### src/rtl/seq_drive_pkg.sv
// seq_drive_pkg: shared FSM states, default width and counter-width helper for seq_drive_ctrl.
package seq_drive_pkg;
    localparam int DEF_WIDTH = 8;
    typedef enum logic [2:0] {IDLE, CLR, SHIFT, DRAIN, DONE} state_t;
    function automatic int cnt_w(input int w);
        return $clog2(w + 1);
    endfunction
endpackage

### src/rtl/seq_bit_serializer.sv
// seq_bit_serializer: loadable LSB-first shift register with bit index and last-bit flag.
//   i_load/i_data/i_len load a pattern; i_shift advances one bit.
//   o_bit is the current bit, o_idx the current bit index.
//   o_first/o_last flag bit 0 and bit len-1; o_empty flags len==0.
module seq_bit_serializer
    import seq_drive_pkg::*;
#(
    parameter int WIDTH = DEF_WIDTH,
    localparam int CNT_W = cnt_w(WIDTH)
) (
    input  logic             clk,
    input  logic             reset,
    input  logic             i_load,
    input  logic [WIDTH-1:0] i_data,
    input  logic [CNT_W-1:0] i_len,
    input  logic             i_shift,
    output logic             o_bit,
    output logic [CNT_W-1:0] o_idx,
    output logic             o_first,
    output logic             o_last,
    output logic             o_empty
);
    logic [WIDTH-1:0] r_data;
    logic [CNT_W-1:0] r_idx;
    logic [CNT_W-1:0] r_len;
    always_ff @(posedge clk) begin
        if (reset) begin
            r_data <= '0;
            r_idx  <= '0;
            r_len  <= '0;
        end else if (i_load) begin
            r_data <= i_data;
            r_idx  <= '0;
            r_len  <= i_len;
        end else if (i_shift) begin
            r_data <= r_data >> 1;
            r_idx  <= r_idx + CNT_W'(1);
        end
    end
    assign o_bit   = r_data[0];
    assign o_idx   = r_idx;
    assign o_first = r_idx == '0;
    assign o_last  = r_idx == r_len - CNT_W'(1);
    assign o_empty = r_len == '0;
endmodule

### src/rtl/seq_drive_ctrl.sv
// seq_drive_ctrl: shifts a pattern into a two-flop serial circuit and counts cycles with y=1.
//   Handshake: in_valid/in_ready with in_data (LSB first) and in_len (clamped to WIDTH).
//   Driven circuit: dut_rst, dut_x out; dut_y in.
//   Status: busy, done (one-cycle pulse), hit_count.
//   Define SEQ_TRACE_CAPTURE_EN to add y_trace (sample k stored in bit k).
module seq_drive_ctrl
    import seq_drive_pkg::*;
#(
    parameter int WIDTH = DEF_WIDTH,
    localparam int CNT_W = cnt_w(WIDTH)
) (
    input  logic             clk,
    input  logic             reset,
    input  logic             in_valid,
    output logic             in_ready,
    input  logic [WIDTH-1:0] in_data,
    input  logic [CNT_W-1:0] in_len,
    output logic             dut_rst,
    output logic             dut_x,
    input  logic             dut_y,
    output logic             busy,
    output logic             done,
`ifdef SEQ_TRACE_CAPTURE_EN
    output logic [WIDTH-1:0] y_trace,
`endif
    output logic [CNT_W-1:0] hit_count
);
    state_t           r_state, w_next;
    logic             w_load, w_shift, w_sample;
    logic             w_bit, w_first, w_last, w_empty;
    logic [CNT_W-1:0] w_idx, w_len, r_hits;
    assign w_len = (in_len > CNT_W'(WIDTH)) ? CNT_W'(WIDTH) : in_len;
    seq_bit_serializer #(.WIDTH(WIDTH)) u_ser (
        .clk     (clk),
        .reset   (reset),
        .i_load  (w_load),
        .i_data  (in_data),
        .i_len   (w_len),
        .i_shift (w_shift),
        .o_bit   (w_bit),
        .o_idx   (w_idx),
        .o_first (w_first),
        .o_last  (w_last),
        .o_empty (w_empty)
    );
    always_ff @(posedge clk) begin
        if (reset) r_state <= IDLE;
        else       r_state <= w_next;
    end
    // The first SHIFT cycle still shows the cleared circuit, so it is not sampled.
    always_comb begin
        w_next   = r_state;
        w_load   = 1'b0;
        w_shift  = 1'b0;
        w_sample = 1'b0;
        case (r_state)
            IDLE:  if (in_valid) begin
                w_load = 1'b1;
                w_next = CLR;
            end
            CLR:   w_next = w_empty ? DONE : SHIFT;
            SHIFT: begin
                w_shift  = 1'b1;
                w_sample = !w_first;
                w_next   = w_last ? DRAIN : SHIFT;
            end
            DRAIN: begin
                w_sample = 1'b1;
                w_next   = DONE;
            end
            default: w_next = IDLE;
        endcase
    end
    always_ff @(posedge clk) begin
        if (reset || w_load)                                r_hits <= '0;
        else if (w_sample && dut_y && r_hits != CNT_W'(WIDTH)) r_hits <= r_hits + CNT_W'(1);
    end
`ifdef SEQ_TRACE_CAPTURE_EN
    logic [WIDTH-1:0] r_trace;
    // The index has already advanced past the sampled bit, so sample k sits at w_idx-1.
    always_ff @(posedge clk) begin
        if (reset || w_load)      r_trace <= '0;
        else if (w_sample && dut_y) r_trace <= r_trace | (WIDTH'(1) << (w_idx - CNT_W'(1)));
    end
    assign y_trace = r_trace;
`else
    logic w_unused;
    assign w_unused = ^w_idx;
`endif
    assign hit_count = r_hits;
    assign in_ready  = r_state == IDLE;
    assign busy      = r_state == CLR || r_state == SHIFT || r_state == DRAIN;
    assign done      = r_state == DONE;
    assign dut_x     = r_state == SHIFT && w_bit;
    assign dut_rst   = reset || r_state == CLR;
endmodule
### config.mk
export PLATFORM = sky130hd
export DESIGN_NAME = seq_drive_ctrl
export DESIGN_NICKNAME = d
export VERILOG_FILES = /design/src/rtl/seq_drive_pkg.sv /design/src/rtl/seq_bit_serializer.sv /design/src/rtl/seq_drive_ctrl.sv
export SDC_FILE = /design/constraint.sdc
export NUM_CORES = 1
export LEC_CHECK = 0
export CAP_MARGIN = 20
export CORE_MARGIN = 10
export CORE_UTILIZATION = 45
export CTS_CLUSTER_SIZE = 10
export DETAILED_ROUTE_END_ITERATION = 10
export PLACE_DENSITY = 0.72
export SYNTH_ARGS = -nofsm -noshare
export SYNTH_HDL_FRONTEND = slang
export SYNTH_SLANG_ARGS = --single-unit
### constraint.sdc
create_clock -name clk -period 2 [get_ports clk]
set_input_delay 0.4 -clock clk [delete_from_list [all_inputs] [get_ports clk]]
set_output_delay 0.4 -clock clk [all_outputs]
set_load 0.02 [all_outputs]
# After elaboration in Yosys (flattened, before gate mapping)
# Index checks and enable logic that the tools add are counted.
dict set report word_totals {
  regBits 23
  in_bits 16
  word_cells 40
}
dict set report classes {
  n_addsub 3
  magnitude_cmp 1
  eq_ne 7
  n_mux 11
  reduce_logical 13
}
# op count
set ops {}
lappend ops {{8-bit two-way mux} 2}
lappend ops {{3-bit one-hot mux with 4 select lines} 1}
lappend ops {{4-bit by 1-bit adder with 4-bit output (second input constant)} 2}
lappend ops {{4-bit zero test} 2}
lappend ops {{3-bit by 2-bit equality test with 1-bit output (second input constant)} 2}
lappend ops {{3-bit two-way mux} 2}
lappend ops {{4-bit equality test} 1}
lappend ops {{4-bit > comparator (second input constant)} 1}
lappend ops {{1-bit logical OR} 4}
lappend ops {{1-bit two-way mux} 4}
lappend ops {{4-bit two-way mux} 1}
lappend ops {{4-bit inequality test (second input constant)} 1}
lappend ops {{4-bit by 1-bit subtractor with 4-bit output (second input constant)} 1}
lappend ops {{3-bit by 1-bit equality test with 1-bit output (second input constant)} 1}
lappend ops {{3-bit equality test (second input constant)} 1}
lappend ops {{1-bit logical AND} 3}
lappend ops {{3-bit zero test} 1}
lappend ops {{2-bit inequality test (second input constant)} 1}
lappend ops {{1-bit one-hot mux with 2 select lines} 1}
lappend ops {{2-bit nonzero test} 1}
lappend ops {{2-bit OR reduction} 1}
lappend ops {{1-bit zero test} 1}

# Longest topological paths before layout
dict set report depth {
  depth_word 5
  mapped_depth 6
  mapped_depth_nobuf 6
}

# Hierarchy
# Synthesis repeated with hierarchy kept, for this count alone.
dict set report hier_totals {
  cells_unflattened 134
  area_unflattened_um2 1292.5
}
# module n_inst cells_per_inst area_each_um2
set modules_own_cells {}
lappend modules_own_cells {seq_bit_serializer 1 80 817.0}
lappend modules_own_cells {seq_drive_ctrl 1 54 475.5}

# Worst setup path after synthesis
# OpenSTA, ideal clock, no wires.
dict set report synth_timing {
  path_kind {register -> output}
  start {register r_state[1]}
  end {output dut_x}
  arrival_ns 1.188
  t_required_ns 1.600
  path_slack_ns 0.412
  path_stages_with_launch 5
  path_cell_list {dfxtp_1 -> buf_4 -> nor3b_4 -> buf_4 -> and2_1}
}
dict set report synth_via {
  elab_chain_cells 2
}
# element line
set synth_rtl {}
lappend synth_rtl {{from (decl)} seq_drive_ctrl.sv:28} ;# state_t r_state, w_next;
lappend synth_rtl {{from (signal assigned)} seq_drive_ctrl.sv:48} ;# else r_state <= w_next;
lappend synth_rtl {{3-bit by 2-bit equality test with 1-bit output} seq_drive_ctrl.sv:94} ;# assign dut_x = r_state == SHIFT && w_bit;
lappend synth_rtl {{1-bit logical AND} seq_drive_ctrl.sv:94}
lappend synth_rtl {{to (decl)} seq_drive_ctrl.sv:19} ;# output logic dut_x,
# Every way passes these cells.

# Worst setup path in the final report
dict set report layout_timing {
  start {register r_state[0]}
  end {output done}
}
dict set report layout_via {
  elab_chain_cells 1
}
# element line
set layout_rtl {}
lappend layout_rtl {{3-bit equality test} seq_drive_ctrl.sv:93} ;# assign done = r_state == DONE;
lappend layout_rtl {{to (decl)} seq_drive_ctrl.sv:22} ;# output logic done,
# Every way passes these cells.

==> results by stage <==
Pwr:
- The leakage power is 0.000584 uW.
- Dividing total power by cell area gives a power density of 680 nW/um^2.
- The worst-case IR drop observed on VDD is 0.478 mV.
- Overall power consumption after layout is estimated at about 1000 uW.

CTS:
- After clock tree synthesis, the clock-pin slew on the worst setup and hold paths is 0.12 ns.
- Clock tree synthesis found a total of 23 sinks.
- The worst-case clock buffer depth is 2.
- Clock tree synthesis inserted a total of 3 buffers.
- The later pin in the worst-skew pair is clocked with a latency of ~0.3 ns.
- CTS built an H-tree with a depth of 1.
- The number of hold buffers added after CTS was 0.
- The TritonCTS clock tree is built.
- The root buffer cell is clkbuf_4.

Global route:
- After global routing the overflow that remains totals 0.
- The initial antenna violation count is 0.
- Entering global routing, the biggest net connects 17 pins.
- Global routing consumed, over all layers together, under 10% of the routing resources.
- The first global-routing pass estimated roughly 4300 um of wire.
- The via count of the first global-routing pass is 1025.

Worst setup path:
- The kind of start point of the critical path is a register.
- The data arrival time of the critical path is 1.45 ns.
- The critical path is of the reg -> out type.
- Of all nets on the critical path, the largest fanout is 5.
- Data on the critical path is required at its endpoint by 1.60 ns.
- The critical path capture point type is a primary output.
- The worst register-to-register path has a setup slack of 0.43 ns.

Place:
- The HPWL after detailed placement is approximately 2000 um.
- After detailed placement, the total cell area comes to 1490 um^2.
- The placed cell count is 186.
- The pre-CTS setup slack is -0.0661 ns.
- The quantity of I/O buffers inserted on ports is 24.
- The routability congestion estimate is 0.753.

Detailed routing:
- The count of nets left with antenna violations once routing finished came out at 0.
- The routed layout has 988 vias.
- The number of optimization iterations in the first detailed-route pass is 4.
- After detailed routing, the average wire length per cell comes to approximately 13 um.
- The first routing iteration left 23 violations.
- After detailed routing, the number of vias per cell comes to 5.20.
- Summed over all layers, the routed wires come to ~2500 um.
- The post-detailed-route DRC marker count is 0.

Timing:
- The final worst setup slack is 0.148 ns.
- The final cycle utilization of the critical path is 92.6%.
- Timing would allow up to 0.540 GHz.
- The number of failing hold endpoints at the final stage is 0.
- The worst-case headroom to the max-slew limit is a little over two thirds.
- The max-slew violation total from the final report is 0.
- Clock skew on the completed layout was measured at 0.00529 ns.
- Hold timing on the final database bottoms out at a slack of 0.473 ns.
- The transition at the pin with the smallest max-transition slack is roughly 0.45 ns.
- The number of failing setup endpoints in the final timing report is 0.
- Setup repair after global routing left no endpoint under its margin.
- The worst path needs 1.85 ns of the cycle, external delays included.

Yosys:
- The flip-flop and latch count after synthesis is 23.
- The count of distinct cell types in the synthesized netlist is 33.
- Synthesis produced a netlist with a net count of 153.
- In the synthesized netlist, the number of instances is about 130.
- Yosys printed 0 warnings.
- In this run the mean area of a mapped cell was between 9 and 10 um^2.
- Summing the sequential cell areas from Yosys gives 37.9% of the chip area.
- The post-synthesis cell area is 1210 um^2.

Outcome:
- The flow ran to the end, and the final reports show no timing, DRC or antenna violations.

Floorplan:
- The core area is about 2500 um^2.
- The I/O pin count is 25.
- The starting density of the core is 48.1%.
- The floorplan has 18 rows.
- The horizontal die dimension is 71.9 um.
- The area of the die is 5170 um^2.
- The die is around 72 um tall.

Cells and area:
- The share of final-layout standard cells stronger than drive strength 1 is between 10% and 20%.
- The fill cell total of the finished layout is ~240.
- Once layout is done, the placed cells without fillers occupy 1520 um^2.
- The total area of sequential cells is 464 um^2.
- For this run, the post-layout net count is 182.
- The final instance count without filler cells is 190.
- The number of inserted diodes is 0.
- In the final layout, the multi-input gates occupy 669 um^2.
- The area added between synthesis and finish is 25.4%.

Flow run:
- The number of max-cap violations is 0.

Hold path:
- The path class of the tightest hold or removal check is reg -> reg.
[final cells by class]
class,count,area share [%]
Clock buffer,4,1.73
Inverter,7,1.73
Multi-Input combinational cell,94,44.0
Sequential cell,23,30.5
Tap cell,30,2.47
Timing Repair Buffer,32,19.6
[cells by family (layout without fill, tap and decap cells)]
group                      Yosys count  in the layout  synth area share [%]
muxes                                3              3                  2.47
xor gates and xnor gates            11             11                  7.94
and+or+nand+nor                     51             51                  25.9
AOI/OAI and AO/OA                   24             24                  13.7
adders and majority gates            5              5                  5.15
buffers and inverters               15             43                  6.91
DFF                                 23             23                  37.9
[registers in the layout, summed over array words and instances, names as in the netlist]
register	count
r_state	3
hit_count	4
u_ser.r_len	4
u_ser.r_data	8
u_ser.o_idx	4
[routing by layer]
layer | vias up | routed length, um | GRT usage (%)
met1 | 463 | 1080 | 10.2
met4 | 0 | 13 | 3.23
met3 | 2 | 108 | 2.45
li1 | 506 | - | -
met2 | 17 | 1270 | 17.6
met5 | - | 0 | 0
[per-stage QoR]
stage,setup TNS [ns],utilization [%]
5_1_grt,0,60.3
3_3_place_gp,-0.0499,59.2
6_report,0,60.3
3_5_place_dp,-0.0661,59.2
2_1_floorplan,0,-
4_1_cts,0,60.2
[report_power, final]
group / leakage (uW) / switching [uW] / internal, uW / total (uW)
combinational: 0.000380 / 147 / 154 / 302
clock: 0.0000150 / 133 / 77.7 / 211
sequential: 0.000189 / 30.0 / 492 / 522
[what timing repair did]
action                                  CTS  global route
gates resized for setup                   7             1
buffers inserted                          0             0
endpoints found under the setup margin    5             1
[worst max-delay path: stages, from the launching register on]
cell and delay (ns):
dfxtp_2 0.37, buf_4 0.17, nor2_1 0.13, and2_2 0.15, dlygate4sd2_1 0.33
[cell usage after synthesis (all sizes together)]
| cell type | n | area [um^2] |
|---|---|---|
| dfxtp | 23 | 460 |
| nor2 | 15 | 58.8 |
| a21oi | 14 | 70.1 |
| nand2 | 14 | 52.6 |
| buf | 7 | 53.8 |
| inv | 7 | 26.3 |
| xnor2 | 7 | 61.3 |
| a22oi | 6 | 45.0 |
| ha | 5 | 62.6 |
| nand3b | 4 | 42.5 |
| nor3 | 4 | 20.0 |
| xor2 | 4 | 35.0 |
| mux2i | 3 | 30.0 |
| nor3b | 3 | 33.8 |
| nor4b | 3 | 56.3 |
| and2 | 2 | 13.8 |
| nor4 | 2 | 12.5 |
| or2 | 2 | 12.5 |
| a211oi | 1 | 7.51 |
| a21o | 1 | 8.76 |
| a311oi | 1 | 26.3 |
| a41oi | 1 | 8.76 |
| clkbuf | 1 | 3.75 |
| nand3 | 1 | 5.00 |
| nand4 | 1 | 6.26 |
[final timing paths]
kind,depth (start not counted),to,from
worst max-delay path,4,done,r_state[0]$_SDFFE_PP0P_
worst min-delay path,2,u_ser.r_data[6]$_SDFFE_PP0P_,u_ser.r_data[6]$_SDFFE_PP0P_
worst max register to register,6,hit_count[1]$_SDFFE_PP0P_,u_ser.o_idx[0]$_SDFFE_PP0P_
worst min register to register,2,u_ser.r_data[6]$_SDFFE_PP0P_,u_ser.r_data[6]$_SDFFE_PP0P_
[layout by cell type, fill, tap and decap left out, drive strengths merged, types with 2 or more instances in the layout]
| cell | Yosys | final |
|---|---|---|
| dlygate4sd2 | 0 | 4 |
| nand2 | 14 | 14 |
| nor3 | 4 | 4 |
| buf | 7 | 8 |
| mux2i | 3 | 3 |
| nor2 | 15 | 15 |
| clkdlybuf4s50 | 0 | 19 |
| inv | 7 | 7 |
| a22oi | 6 | 6 |
| nand3b | 4 | 4 |
| clkbuf | 1 | 4 |
| nor4b | 3 | 3 |
| xnor2 | 7 | 7 |
| dfxtp | 23 | 23 |
| or2 | 2 | 2 |
| ha | 5 | 5 |
| and2 | 2 | 2 |
| nor4 | 2 | 2 |
| nor3b | 3 | 3 |
| a21oi | 14 | 14 |
| xor2 | 4 | 4 |
No activity file was read; power rests on OpenSTA's default activity.
==> RTL edit: new RTL, same settings <==
Set the package constant `DEF_WIDTH` to 12 (it was 8).
--- a/src/rtl/seq_drive_pkg.sv
+++ b/src/rtl/seq_drive_pkg.sv
@@ -1,6 +1,6 @@
 // seq_drive_pkg: shared FSM states, default width and counter-width helper for seq_drive_ctrl.
 package seq_drive_pkg;
-    localparam int DEF_WIDTH = 8;
+    localparam int DEF_WIDTH = 12;
     typedef enum logic [2:0] {IDLE, CLR, SHIFT, DRAIN, DONE} state_t;
     function automatic int cnt_w(input int w);
         return $clog2(w + 1);
Interface: changed (resized in_data); port bits go from 25 to 29. The function was not compared with the original's and may differ.
==> RTL edit against the unedited design <==
  * Worst setup slack worse by 0.0072 ns
  * Combinational power is 22% higher
  * Routed wire length is 16% higher
  * Sequential cell count is 4 higher
  * Cell area is 8.2% higher
  * Sequential power is 23% higher
  * Power is 21% higher
  * Final cell count is 11% higher
  * Area after synthesis is 8.5% higher
  * Critical endpoint is now dut_rst
  * Largest cell class unchanged
  * Highest routed layer unchanged
==> RTL edit: results (changes against the unedited design) <==
Global route
  – Largest net degree at the start of global routing: 21 (+4)
  – Total track usage: 0.108 (+0.0124)
  – Global-route wire length before repair: 4840 µm (+14%)
  – Met1 GRT Util: 0.123 (+0.0212)
  – Vias in the first global route: 1132 (+10%)

Final layout
  – Multi-input gate area in the final layout: 686 µm² (+2.4%)
  – Layout multi-input combinational cell count: 108 (+15%)
  – Non-Clock Buffer Count: 34 (+6.3%)
  – Final Instance Area: 1650 µm² (+8.2%)
  – Seq_cells: 27 (+17%)

Critical path
  – R2R setup slack: 0.40 ns (-0.03 ns)
  – Worst reg2reg startpoint: u_ser.o_idx[1]
  – Crit. Startpoint: reset
  – Worst Setup EP: dut_rst
  – Crit path max fanout: 2 (-3)

Run status
  – Status: completed

Logic synthesis
  – Synthesized area per cell: 8.72 µm² (-5.2%)
  – Syn Nets: 176 (+15%)

Timing
  – Clock skew: 0.00785 ns (+0.00256 ns)
  – Crit path time final: 1.86 ns (+0.00718 ns)

Power
  – Leakage: 0.619 nW (+5.9%)
  – Int Pwr: 0.849 mW (+17%)

Placed design
  – RePlAce Congestion: 0.766 (+1.8%)
  – Cell Area, Placed: 1620 µm² (+8.2%)

Clock network
  – Worst-Skew Late Latency: 0.32 ns (+0.02 ns)
  – Post-CTS sizing: 8 (+1)
  – Clk slew on worst S/H paths: 0.15 ns (+0.03 ns)

Drt
  – DRT met1 WL: 1290 µm (+19%)
  – Routed WL: 2870 µm (+16%)
  – DR iter-0 viols: 127 (+450%)
  – Met2 WL post-DR: 1400 µm (+10%)
  – WL per Instance: 13.6 µm (+4.7%)

Hold path
  – Sink of the worst hold path: u_ser.r_data[4]
RTL edit: power groups by stage:
| stage | clock network (mW) | logic, mW | registers [mW] |
|---|---|---|---|
| final | 0.237 | 0.369 | 0.642 |
| after global routing | 0.267 | 0.412 | 0.651 |
| after CTS | 0.250 | 0.372 | 0.642 |
| after detailed placement | 0 | 0.380 | 0.651 |
| after global placement | 0 | 0.372 | 0.647 |
| after floorplan | 0 | 0.282 | 0.623 |
RTL edit: logic make-up (layout without fill, tap and decap cells):
| kind of cell | Yosys count | after routing | synth area share |
|---|---|---|---|
| mux | 4 | 4 | 0.0304 |
| compound gates | 28 | 28 | 0.130 |
| buf+inv | 16 | 45 | 0.0684 |
| fa+ha+maj | 5 | 5 | 0.0475 |
| flops | 27 | 27 | 0.411 |
| simple gates | 59 | 59 | 0.233 |
| xor+xnor | 12 | 12 | 0.0798 |
RTL edit: critical path: stages:
cell,delay (ns)
clkdlybuf4s50_1,0.44
or2_2,0.30
dlygate4sd2_1,0.32
